**config.mk**
```make
export PLATFORM = sky130hd
export DESIGN_NAME = ctrl_main_fsm
export DESIGN_NICKNAME = d
export VERILOG_FILES = /design/src/rtl/ctrl_types_pkg.sv /design/src/rtl/ctrl_timeout_cnt.sv /design/src/rtl/ctrl_main_fsm.sv
export SDC_FILE = /design/constraint.sdc
export NUM_CORES = 1
export LEC_CHECK = 0
export ABC_AREA = 0
export CORE_MARGIN = 3
export CORE_UTILIZATION = 45
export CTS_BUF_LIST = sky130_fd_sc_hd__clkbuf_4
export DETAILED_ROUTE_END_ITERATION = 8
export PLACE_DENSITY = 0.83
export SLEW_MARGIN = 20
export SYNTH_ARGS = -nofsm -noshare
export SYNTH_HDL_FRONTEND = slang
export SYNTH_SLANG_ARGS = --single-unit
```
**constraint.sdc**
```tcl
create_clock -name clk -period 6.1 [get_ports clk]
set_clock_uncertainty 0.05 [all_clocks]
set_input_delay 1.22 -clock clk [delete_from_list [all_inputs] [get_ports clk]]
set_output_delay 1.22 -clock clk [all_outputs]
set_load 0.005 [all_outputs]
```
**src/rtl/ctrl_types_pkg.sv**
```systemverilog
// ---------------------------------------------------------------------------
// ctrl_types_pkg
// Shared types for the command controller and its per-command sub-FSMs.
// Revision: 1.0
// ---------------------------------------------------------------------------
`default_nettype none

package ctrl_types_pkg;

  // Request opcode carried on req_op.
  typedef enum logic [1:0] {
    OP_NOP = 2'd0,
    OP_GET = 2'd1,
    OP_PUT = 2'd2,
    OP_DEL = 2'd3
  } op_e;

  // Response status returned on resp_status.
  typedef enum logic [1:0] {
    ST_OK      = 2'd0,
    ST_MISS    = 2'd1,
    ST_TIMEOUT = 2'd2,
    ST_ERR     = 2'd3
  } status_e;

  // Main controller states.
  typedef enum logic [1:0] {
    MAIN_ST_IDLE     = 2'd0,
    MAIN_ST_DISPATCH = 2'd1,
    MAIN_ST_RUN      = 2'd2,
    MAIN_ST_RESP     = 2'd3
  } main_state_e;

  // Sub-FSM to controller report; the controller only consumes done.
  typedef struct packed {
    logic done;
  } sub_cmd_t;

endpackage : ctrl_types_pkg

`default_nettype wire

```
**src/rtl/ctrl_timeout_cnt.sv**
```systemverilog
// ---------------------------------------------------------------------------
// ctrl_timeout_cnt
// Cycle counter for the RUN phase; flags the last allowed cycle.
// Revision: 1.0
// ---------------------------------------------------------------------------
`default_nettype none

module ctrl_timeout_cnt #(
  parameter  int LIMIT = 255,
  localparam int CNT_W = $clog2(LIMIT + 1)
) (
  input  logic clk,
  input  logic rst_n,
  input  logic i_clear,
  input  logic i_inc,
  output logic o_expired
);

  localparam logic [CNT_W-1:0] c_LAST = CNT_W'(LIMIT - 1);
  localparam logic [CNT_W-1:0] c_ONE  = CNT_W'(1);

  logic [CNT_W-1:0] r_cnt;

  // Count RUN cycles; the controller stops incrementing at c_LAST, so no wrap.
  always_ff @(posedge clk or negedge rst_n) begin
    if (!rst_n) begin
      r_cnt <= '0;
    end else if (i_clear) begin
      r_cnt <= '0;
    end else if (i_inc) begin
      r_cnt <= r_cnt + c_ONE;
    end
  end

  assign o_expired = (r_cnt == c_LAST);

endmodule : ctrl_timeout_cnt

`default_nettype wire

```
**src/rtl/ctrl_main_fsm.sv**
```systemverilog
// ---------------------------------------------------------------------------
// ctrl_main_fsm
// Top-level command controller: accepts one request, dispatches it to the
// matching sub-FSM (enter pulse, then en until done or timeout) and returns
// a status over a valid/ready response handshake.
// Revision: 1.0
// ---------------------------------------------------------------------------
`default_nettype none

module ctrl_main_fsm
  import ctrl_types_pkg::*;
#(
  parameter int TIMEOUT_CYCLES = 255
) (
  input  logic       clk,
  input  logic       rst_n,
  input  logic       i_req_valid,
  output logic       o_req_ready,
  input  logic [1:0] i_req_op,
  output logic       o_resp_valid,
  input  logic       i_resp_ready,
  output logic [1:0] o_resp_status,
  input  logic       i_hit,
  output logic       o_get_enter,
  output logic       o_get_en,
  input  sub_cmd_t   i_get_cmd,
  output logic       o_put_enter,
  output logic       o_put_en,
  input  sub_cmd_t   i_put_cmd,
  output logic       o_del_enter,
  output logic       o_del_en,
  input  sub_cmd_t   i_del_cmd,
  output logic       o_busy
);

  main_state_e r_state, w_state_nxt;
  op_e         r_op,    w_op_nxt;
  status_e     r_status, w_status_nxt;
  logic        w_cnt_clear, w_cnt_inc, w_expired, w_sel_done;

  ctrl_timeout_cnt #(
    .LIMIT (TIMEOUT_CYCLES)
  ) u_timeout_cnt (
    .clk       (clk),
    .rst_n     (rst_n),
    .i_clear   (w_cnt_clear),
    .i_inc     (w_cnt_inc),
    .o_expired (w_expired)
  );

  // State, latched opcode and pending status registers.
  always_ff @(posedge clk or negedge rst_n) begin
    if (!rst_n) begin
      r_state  <= MAIN_ST_IDLE;
      r_op     <= OP_NOP;
      r_status <= ST_OK;
    end else begin
      r_state  <= w_state_nxt;
      r_op     <= w_op_nxt;
      r_status <= w_status_nxt;
    end
  end

  // Next-state logic; only the selected sub-FSM's done is ever observed.
  always_comb begin
    w_state_nxt  = r_state;
    w_op_nxt     = r_op;
    w_status_nxt = r_status;
    w_cnt_clear  = 1'b0;
    w_cnt_inc    = 1'b0;
    w_sel_done   = 1'b0;
    case (r_op)
      OP_GET:  w_sel_done = i_get_cmd.done;
      OP_PUT:  w_sel_done = i_put_cmd.done;
      OP_DEL:  w_sel_done = i_del_cmd.done;
      default: w_sel_done = 1'b0;
    endcase
    case (r_state)
      MAIN_ST_IDLE: begin
        if (i_req_valid) begin
          w_op_nxt = op_e'(i_req_op);
          if (op_e'(i_req_op) == OP_NOP) begin
            w_status_nxt = ST_ERR;
            w_state_nxt  = MAIN_ST_RESP;
          end else begin
            w_state_nxt  = MAIN_ST_DISPATCH;
          end
        end
      end
      MAIN_ST_DISPATCH: begin
        w_cnt_clear = 1'b1;
        w_state_nxt = MAIN_ST_RUN;
      end
      MAIN_ST_RUN: begin
        // done takes priority over a timeout landing in the same cycle
        if (w_sel_done) begin
          w_status_nxt = (r_op == OP_GET && !i_hit) ? ST_MISS : ST_OK;
          w_state_nxt  = MAIN_ST_RESP;
        end else if (w_expired) begin
          w_status_nxt = ST_TIMEOUT;
          w_state_nxt  = MAIN_ST_RESP;
        end else begin
          w_cnt_inc = 1'b1;
        end
      end
      MAIN_ST_RESP: begin
        if (i_resp_ready) begin
          w_state_nxt = MAIN_ST_IDLE;
        end
      end
      default: w_state_nxt = MAIN_ST_IDLE;
    endcase
  end

  // Outputs are a pure decode of registered state and opcode.
  assign o_req_ready   = (r_state == MAIN_ST_IDLE);
  assign o_busy        = (r_state != MAIN_ST_IDLE);
  assign o_resp_valid  = (r_state == MAIN_ST_RESP);
  assign o_resp_status = r_status;
  assign o_get_enter   = (r_state == MAIN_ST_DISPATCH) && (r_op == OP_GET);
  assign o_put_enter   = (r_state == MAIN_ST_DISPATCH) && (r_op == OP_PUT);
  assign o_del_enter   = (r_state == MAIN_ST_DISPATCH) && (r_op == OP_DEL);
  assign o_get_en      = (r_state == MAIN_ST_RUN) && (r_op == OP_GET);
  assign o_put_en      = (r_state == MAIN_ST_RUN) && (r_op == OP_PUT);
  assign o_del_en      = (r_state == MAIN_ST_RUN) && (r_op == OP_DEL);

endmodule : ctrl_main_fsm

`default_nettype wire

```
==> results by group, run 1 <==
Detailed routing
  – Residual DRC: 0
  – Antenna-violating nets left: 0
  – Vias per cell: ~5.7
  – Vias: 806
  – WL final: 1970 um
  – Wirelength per Cell: 13.8 um
  – 1st-iter DRT viols: 7
  – DRT Pass-1 Iters: 4

Global route
  – Overall routing resource usage: 17.2%
  – Vias in the first global route: between 700 and 800
  – First-pass GRT wire length: 3410 um
  – Antenna violations before repair: 0
  – Largest net degree at the start of global routing: 16
  – Grt total ovfl: 0

Clocking
  – CTS tree: done
  – # hold bufs at CTS: 0
  – Reg clk slew, reported paths: 100 ps
  – Post-CTS Setup Bufs: 0
  – Root buffer cell: clkbuf_4
  – H-tree depth: 1
  – Clock sinks: 14
  – Worst skew pair latency: 280 ps
  – Post_cts resized: 0
  – TritonCTS Buffers: 3
  – Max Buffers Root-to-Sink: 2

Synthesis
  – Ys flop type: dfrtp_1
  – Post-synth EDFFs: 0
  – Ys async rst share: 100%
  – Synth warn: 0
  – Sequential-to-total area share from yosys stat: 38.2%
  – Yosys top cell by area: dfrtp_1
  – Top cells by area, synth: dfrtp_1, ha_1, mux2_2, inv_1, nor2_1
  – Mapped cell area: 917 sq um
  – Synth Register Bits: 14
  – Syn_area_per_cell: around 9.6 sq um
  – Yosys cell types: 32
  – Top-count cell post-synth: dfrtp_1
  – Yosys top cell area share: 38.2%
  – Mapped Nets: 112
  – Most common library cells after synthesis: dfrtp_1, inv_1, nor2_1, ha_1, nand3_1
  – Cells after Synth: 96

Cells and area
  – ANT cells: 0
  – Nets: 134
  – Syn-to-layout area delta: 26.1%
  – Sequential standard cell area: 350 sq um
  – Multi-input logic area: 514 sq um
  – Share of cells above drive strength 1: 7.69%
  – Fillers: 167

STA
  – Worst slew pin tran: 709 ps
  – Endpoints failing setup: 0
  – Final Hold Violating Endpoints: 0
  – Setup TNS: 0 ps
  – Final period util: 56.3%
  – FMAX: 291 MHz
  – Post-layout minimum cycle time: ~3400 ps
  – Final hold slack: 463 ps
  – RSZ-0062 raised after global routing: no
  – Slew HR: a little over half
  – Max Transition Viols Final: 0

Worst setup path
  – Crit path max-delay cell type: clkdlybuf4s50_1
  – Critical-path cell list: inv_1 > ha_1 > inv_1 > nor3b_1 > clkdlybuf4s50_1
  – Most common cell on crit path: inv_1
  – Critical Path Sink Type: primary output
  – Worst Setup Start Kind: flip-flop
  – Slowest Stage Delay on Critical Path: 530 ps
  – WP data required: 4830 ps
  – R2R setup slack: 3810 ps
  – Setup CP Type: reg2out
  – CP Max Fanout: 13
  – CP Data Arrival Time: approximately 2200 ps

Power
  – Switching pwr: 185 uW
  – P per Cell Area: between 300 and 400 nW/um^2
  – Combinational Power Share: 54.0%
  – Peak VDD IR: 0.263 mV
  – Sequential share of power: between 30% and 40%
  – Net Sw Frac: between 40% and 50%
  – Leak: approximately 0.48 nW
  – Clk pwr share: between 10% and 20%
  – Cell Int Power: ~280 uW

Outcome
  – Outcome: finished clean

Floorplan
  – Die Ht: about 51 um
  – Full die area: between 2000 and 3000 sq um
  – Rows: 15
  – Die width: 51.1 um
  – Core ar.: around 1800 sq um
  – Num ports: 21
  – Initial Util: around half

Placed design
  – IO Port Bufs: 20
  – RD Place Congestion: between 0.7 and 0.8
  – Final HPWL DP: 1460 um

Run
  – Max_cap viols: 0

Min path
  – Tightest Hold Check Type: reg2reg
[critical path: cells and delay by family (launching register included)]
kind                       cells  cell delay [ps]
buffers and inverters          3              770
adders and majority gates      1              450
DFF                            1              430
and+or+nand+nor                1              240
[final cells by class]
cell class	count	area share (%)
inverters	9	2.92
flip-flops and latches	14	30.3
multi-input cells	70	44.5
well taps	25	2.71
repair buffers	20	17.3
clock buffers	3	1.95
clock inverters	1	0.325
[through the flow]
| stage | cells | setup WS [ps] | power [mW] | area [sq um] | util (%) |
|---|---|---|---|---|---|
| final | 142 | 2660 | 0.462 | 1160 | 63.5 |
| after global routing | 142 | 2520 | 0.502 | 1160 | 63.5 |
| after CTS | 142 | 2680 | 0.465 | 1160 | 63.5 |
| after detailed placement | 138 | 2800 | 0.407 | 1130 | 62.1 |
| after global placement | 138 | 2860 | 0.399 | 1130 | 62.1 |
| after floorplan | 96 | 3370 | 0.319 | 917 | - |
[state kept, by name, summed over array words and instances (netlist names)]
| signal | count |
|---|---|
| r_op | 2 |
| o_resp_status | 2 |
| u_timeout_cnt.r_cnt | 8 |
| r_state | 2 |
[final timing paths]
path,startpoint,end,cells after the start
max reg2reg,r_state[0]$_DFFE_PN0P_,u_timeout_cnt.r_cnt[6]$_DFFE_PN0P_,6
min reg2reg,o_resp_status[0]$_DFFE_PN0P_,o_resp_status[0]$_DFFE_PN0P_,1
min,o_resp_status[0]$_DFFE_PN0P_,o_resp_status[0]$_DFFE_PN0P_,1
max,r_state[1]$_DFFE_PN0P_,o_put_enter,5
max in group asynchronous,rst_n,u_timeout_cnt.r_cnt[7]$_DFFE_PN0P_,1
min in group asynchronous,rst_n,u_timeout_cnt.r_cnt[2]$_DFFE_PN0P_,1
[layout by cell type (no fill, tap or decap)]
cell type,count
nand3b_1,1
nand3_1,5
o32ai_1,1
ha_1,6
dfrtp_1,14
or3_1,2
and2_1,2
nand4_1,1
nor4b_1,1
a221o_1,1
o311a_1,1
o31ai_1,4
a32oi_1,1
clkbuf_4,3
clkinv_1,1
a21oi_1,4
o21ai_0,4
o311ai_0,1
nand2_1,3
a22o_1,1
nor3b_1,2
mux2_1,2
clkdlybuf4s50_1,20
mux2_4,1
and3_1,2
o41ai_1,2
nor2b_1,4
inv_1,9
or4_1,3
nor2_1,9
mux2_2,4
o22a_1,1
nor4_2,1
[per-layer routing]
| metal | track usage, % | vias up | share of wire [%] |
|---|---|---|---|
| met5 | 0 | - | 0 |
| met4 | 5.38 | 0 | 1.1 |
| met3 | 2.92 | 4 | 3.3 |
| met2 | 29.0 | 12 | 51 |
| met1 | 22.3 | 394 | 45 |
| li1 | - | 396 | - |
[power by group through the flow]
stage          logic (mW)  registers [mW]  clock network [mW]
2_1_floorplan       0.170           0.150                   0
6_report            0.250           0.157              0.0560
5_1_grt             0.278           0.162              0.0619
4_1_cts             0.253           0.155              0.0573
3_5_place_dp        0.250           0.158                   0
3_3_place_gp        0.243           0.156                   0
[logic make-up (layout without fill, tap and decap cells)]
family / Yosys count / count (layout) / share of synthesized area [%]
flops: 14 / 14 / 38.2
mux: 7 / 7 / 9.00
buf+inv: 12 / 33 / 5.73
compound gates: 21 / 21 / 16.5
simple gates: 36 / 36 / 22.4
fa+ha+maj: 6 / 6 / 8.19
Power figures use the tool's default switching activity.
==> run 2, diff against run 1 <==
==> constraint.sdc (replaced) <==
create_clock -name clk -period 3.5 [get_ports clk]
set_clock_uncertainty 0.05 [all_clocks]
set_input_delay 0.7 -clock clk [delete_from_list [all_inputs] [get_ports clk]]
set_output_delay 0.7 -clock clk [all_outputs]
set_load 0.005 [all_outputs]
==> results of run 2 <==
The final DEF is identical to that of run 1. Status: finished clean.
Among the figures that moved: setup slack after placement 2800 ps -> 722 ps; setup slack after layout 2660 ps -> 583 ps; register-to-register setup slack 3810 ps -> 1210 ps; total power 0.462 mW -> 0.806 mW; worst IR drop on VDD 0.263 mV -> 0.458 mV
==> variant (config.mk and constraints of run 1) <==
Put one more register stage on the output `o_resp_status`, cleared by the reset. The value now appears one clock later. The other outputs are not delayed to match.
--- a/src/rtl/ctrl_main_fsm.sv
+++ b/src/rtl/ctrl_main_fsm.sv
@@ -116,7 +116,13 @@
   assign o_req_ready   = (r_state == MAIN_ST_IDLE);
   assign o_busy        = (r_state != MAIN_ST_IDLE);
   assign o_resp_valid  = (r_state == MAIN_ST_RESP);
-  assign o_resp_status = r_status;
+  always_ff @(posedge clk or negedge rst_n) begin
+    if (!rst_n) begin
+      o_resp_status <= '0;
+    end else begin
+      o_resp_status <= r_status;
+    end
+  end
   assign o_get_enter   = (r_state == MAIN_ST_DISPATCH) && (r_op == OP_GET);
   assign o_put_enter   = (r_state == MAIN_ST_DISPATCH) && (r_op == OP_PUT);
   assign o_del_enter   = (r_state == MAIN_ST_DISPATCH) && (r_op == OP_DEL);
Function: changed (Yosys sat finds a counterexample within 4 cycles, from zero or initial values and one cycle with rst_n low).
==> variant against run 1 <==
- area after synthesis up 5.5%
- die area grew 4.8%
- routed wire length up 2.3%
- worst hold slack got worse by 0.13 ns
- sequential share of layout area grew 2.9 points
- count of clock-buffer cells in the layout unchanged
- via count shrank 2.2%
- setup slack better by 0.056 ns
- sequential cell count is 2 higher
- cell area grew 4.4%
- cell count increased by 2.1%
- critical path type unchanged
- largest cell class unchanged
- highest routed layer unchanged
Power is not compared: it rests on default switching activity, and its combinational part moved more than twofold at a synthesized area within 25%.
==> variant: results <==
metrics = {
    "status": {
        "status": "finished, final reports clean",
    },
    "cells_and_area": {
        "drive_gt1_share_pct": 11.9,
        "largest_register": "u_timeout_cnt.r_cnt",
        "fill_cells": 177,
        "largest_register_ffs": 8,
        "nets": 135,
        "multi_input_area_um2": 509,
    },
    "drt": {
        "met2_length_um": 1010,
        "via_count": 788,
        "wl_met1_um": 935,
        "vias_per_cell": 5.43,
        "drt_iter0_drc": 16,
        "routed-wl-met3_um": 53,
        "wl_per_cell_um": 13.9,
    },
    "min_path": {
        "hold_path_depth": 0,
        "min_from": "r_status[1]",
    },
    "synthesis": {
        "syn_avg_cell_area_um2": 9.97,
        "ys_types": 34,
        "yosys-top-cells-count": "16 x dfrtp_1, 10 x inv_1, 7 x a21oi_1, 6 x ha_1, 6 x nor2_1",
        "synth.area.top_cells": "dfrtp_1 41%, ha_1 7.8%, mux2_2 5.8%",
        "synth_nets": 113,
        "seq_area_frac_synth_pct": 41.4,
    },
    "global_routing": {
        "grt_pass1_vias": 699,
        "grt_pass1_wl_um": 3170,
        "grt_max_degree": 17,
        "grtUsageTotal_pct": 15.8,
    },
    "timing": {
        "worst_slew_margin_rel_pct": 40.0,
        "whs_ns": 0.337,
    },
    "placed_design": {
        "place.gp.congestion": 0.767,
        "dp_hpwl_um": 1540,
        "post-place-ws_ns": 2.80,
        "placed_area_um2": 1180,
    },
    "cts": {
        "cts-root-buf": "clkbuf_4",
        "clk_pin_slew_ns": 0.09,
        "htreeDepth": 1,
    },
    "worst_setup_path": {
        "r2r-start": "r_state[0]",
        "arrival_ns": 2.11,
        "reg2reg_to": "u_timeout_cnt.r_cnt[5]",
    },
}
==> variant: cell count changes in the layout (fill, tap and decap cells not counted), sizes merged, moves of 2 or more <==
cell / change
dfrtp: +2
a21oi: +3
nor3: +2
nor2: -3
==> variant: logic make-up (layout without fill, tap and decap cells) <==
family,Yosys count,count (layout),synth area share [%]
AND/OR/NAND/NOR,34,34,21.6
flip-flops,16,16,41.4
AO/OA/AOI/OAI,20,20,13.7
adder cells (fa/ha/maj),6,6,7.76
buffers and inverters,13,34,5.95
multiplexers,8,8,9.57
==> variant: power by group <==
group / switching [mW] / internal, mW
sequential: 0 / 0.106
combinational: 0.00355 / 0.00565
clock: 0.0315 / 0.0237
==> variant: how the worst max path moves through the flow <==
stage / start / to / slack [ns] / depth (start not counted)
after global placement: i_put_cmd / u_timeout_cnt.r_cnt[5] / 2.85 / 5
after global routing: r_state[1] / o_put_enter / 2.61 / 5
after CTS: r_state[1] / o_put_enter / 2.68 / 5
after floorplan: i_put_cmd / u_timeout_cnt.r_cnt[6] / 3.38 / 5
final: r_state[1] / o_put_enter / 2.72 / 5
after detailed placement: i_put_cmd / u_timeout_cnt.r_cnt[5] / 2.80 / 5
==> variant: cell type report <==
cell class	count	area share (%)
clock buffers	3	1.87
clock inverters	1	0.311
inverters	10	3.11
multi-input cells	68	42.2
flip-flops and latches	16	33.2
well taps	27	2.80
repair buffers	20	16.6
==> variant: routing by layer <==
metal  track usage, %  vias to the layer above
li1                 -                      393
met1             21.1                      382
met2             25.6                       11
met3             4.27                        2
met4             2.55                        0
met5                0                        -
==> variant: critical path, delay by kind of cell (launching register included) <==
kind	cells	cell delay (ns)
flops	1	0.41
buf+inv	3	0.76
fa+ha+maj	1	0.43
simple gates	1	0.23
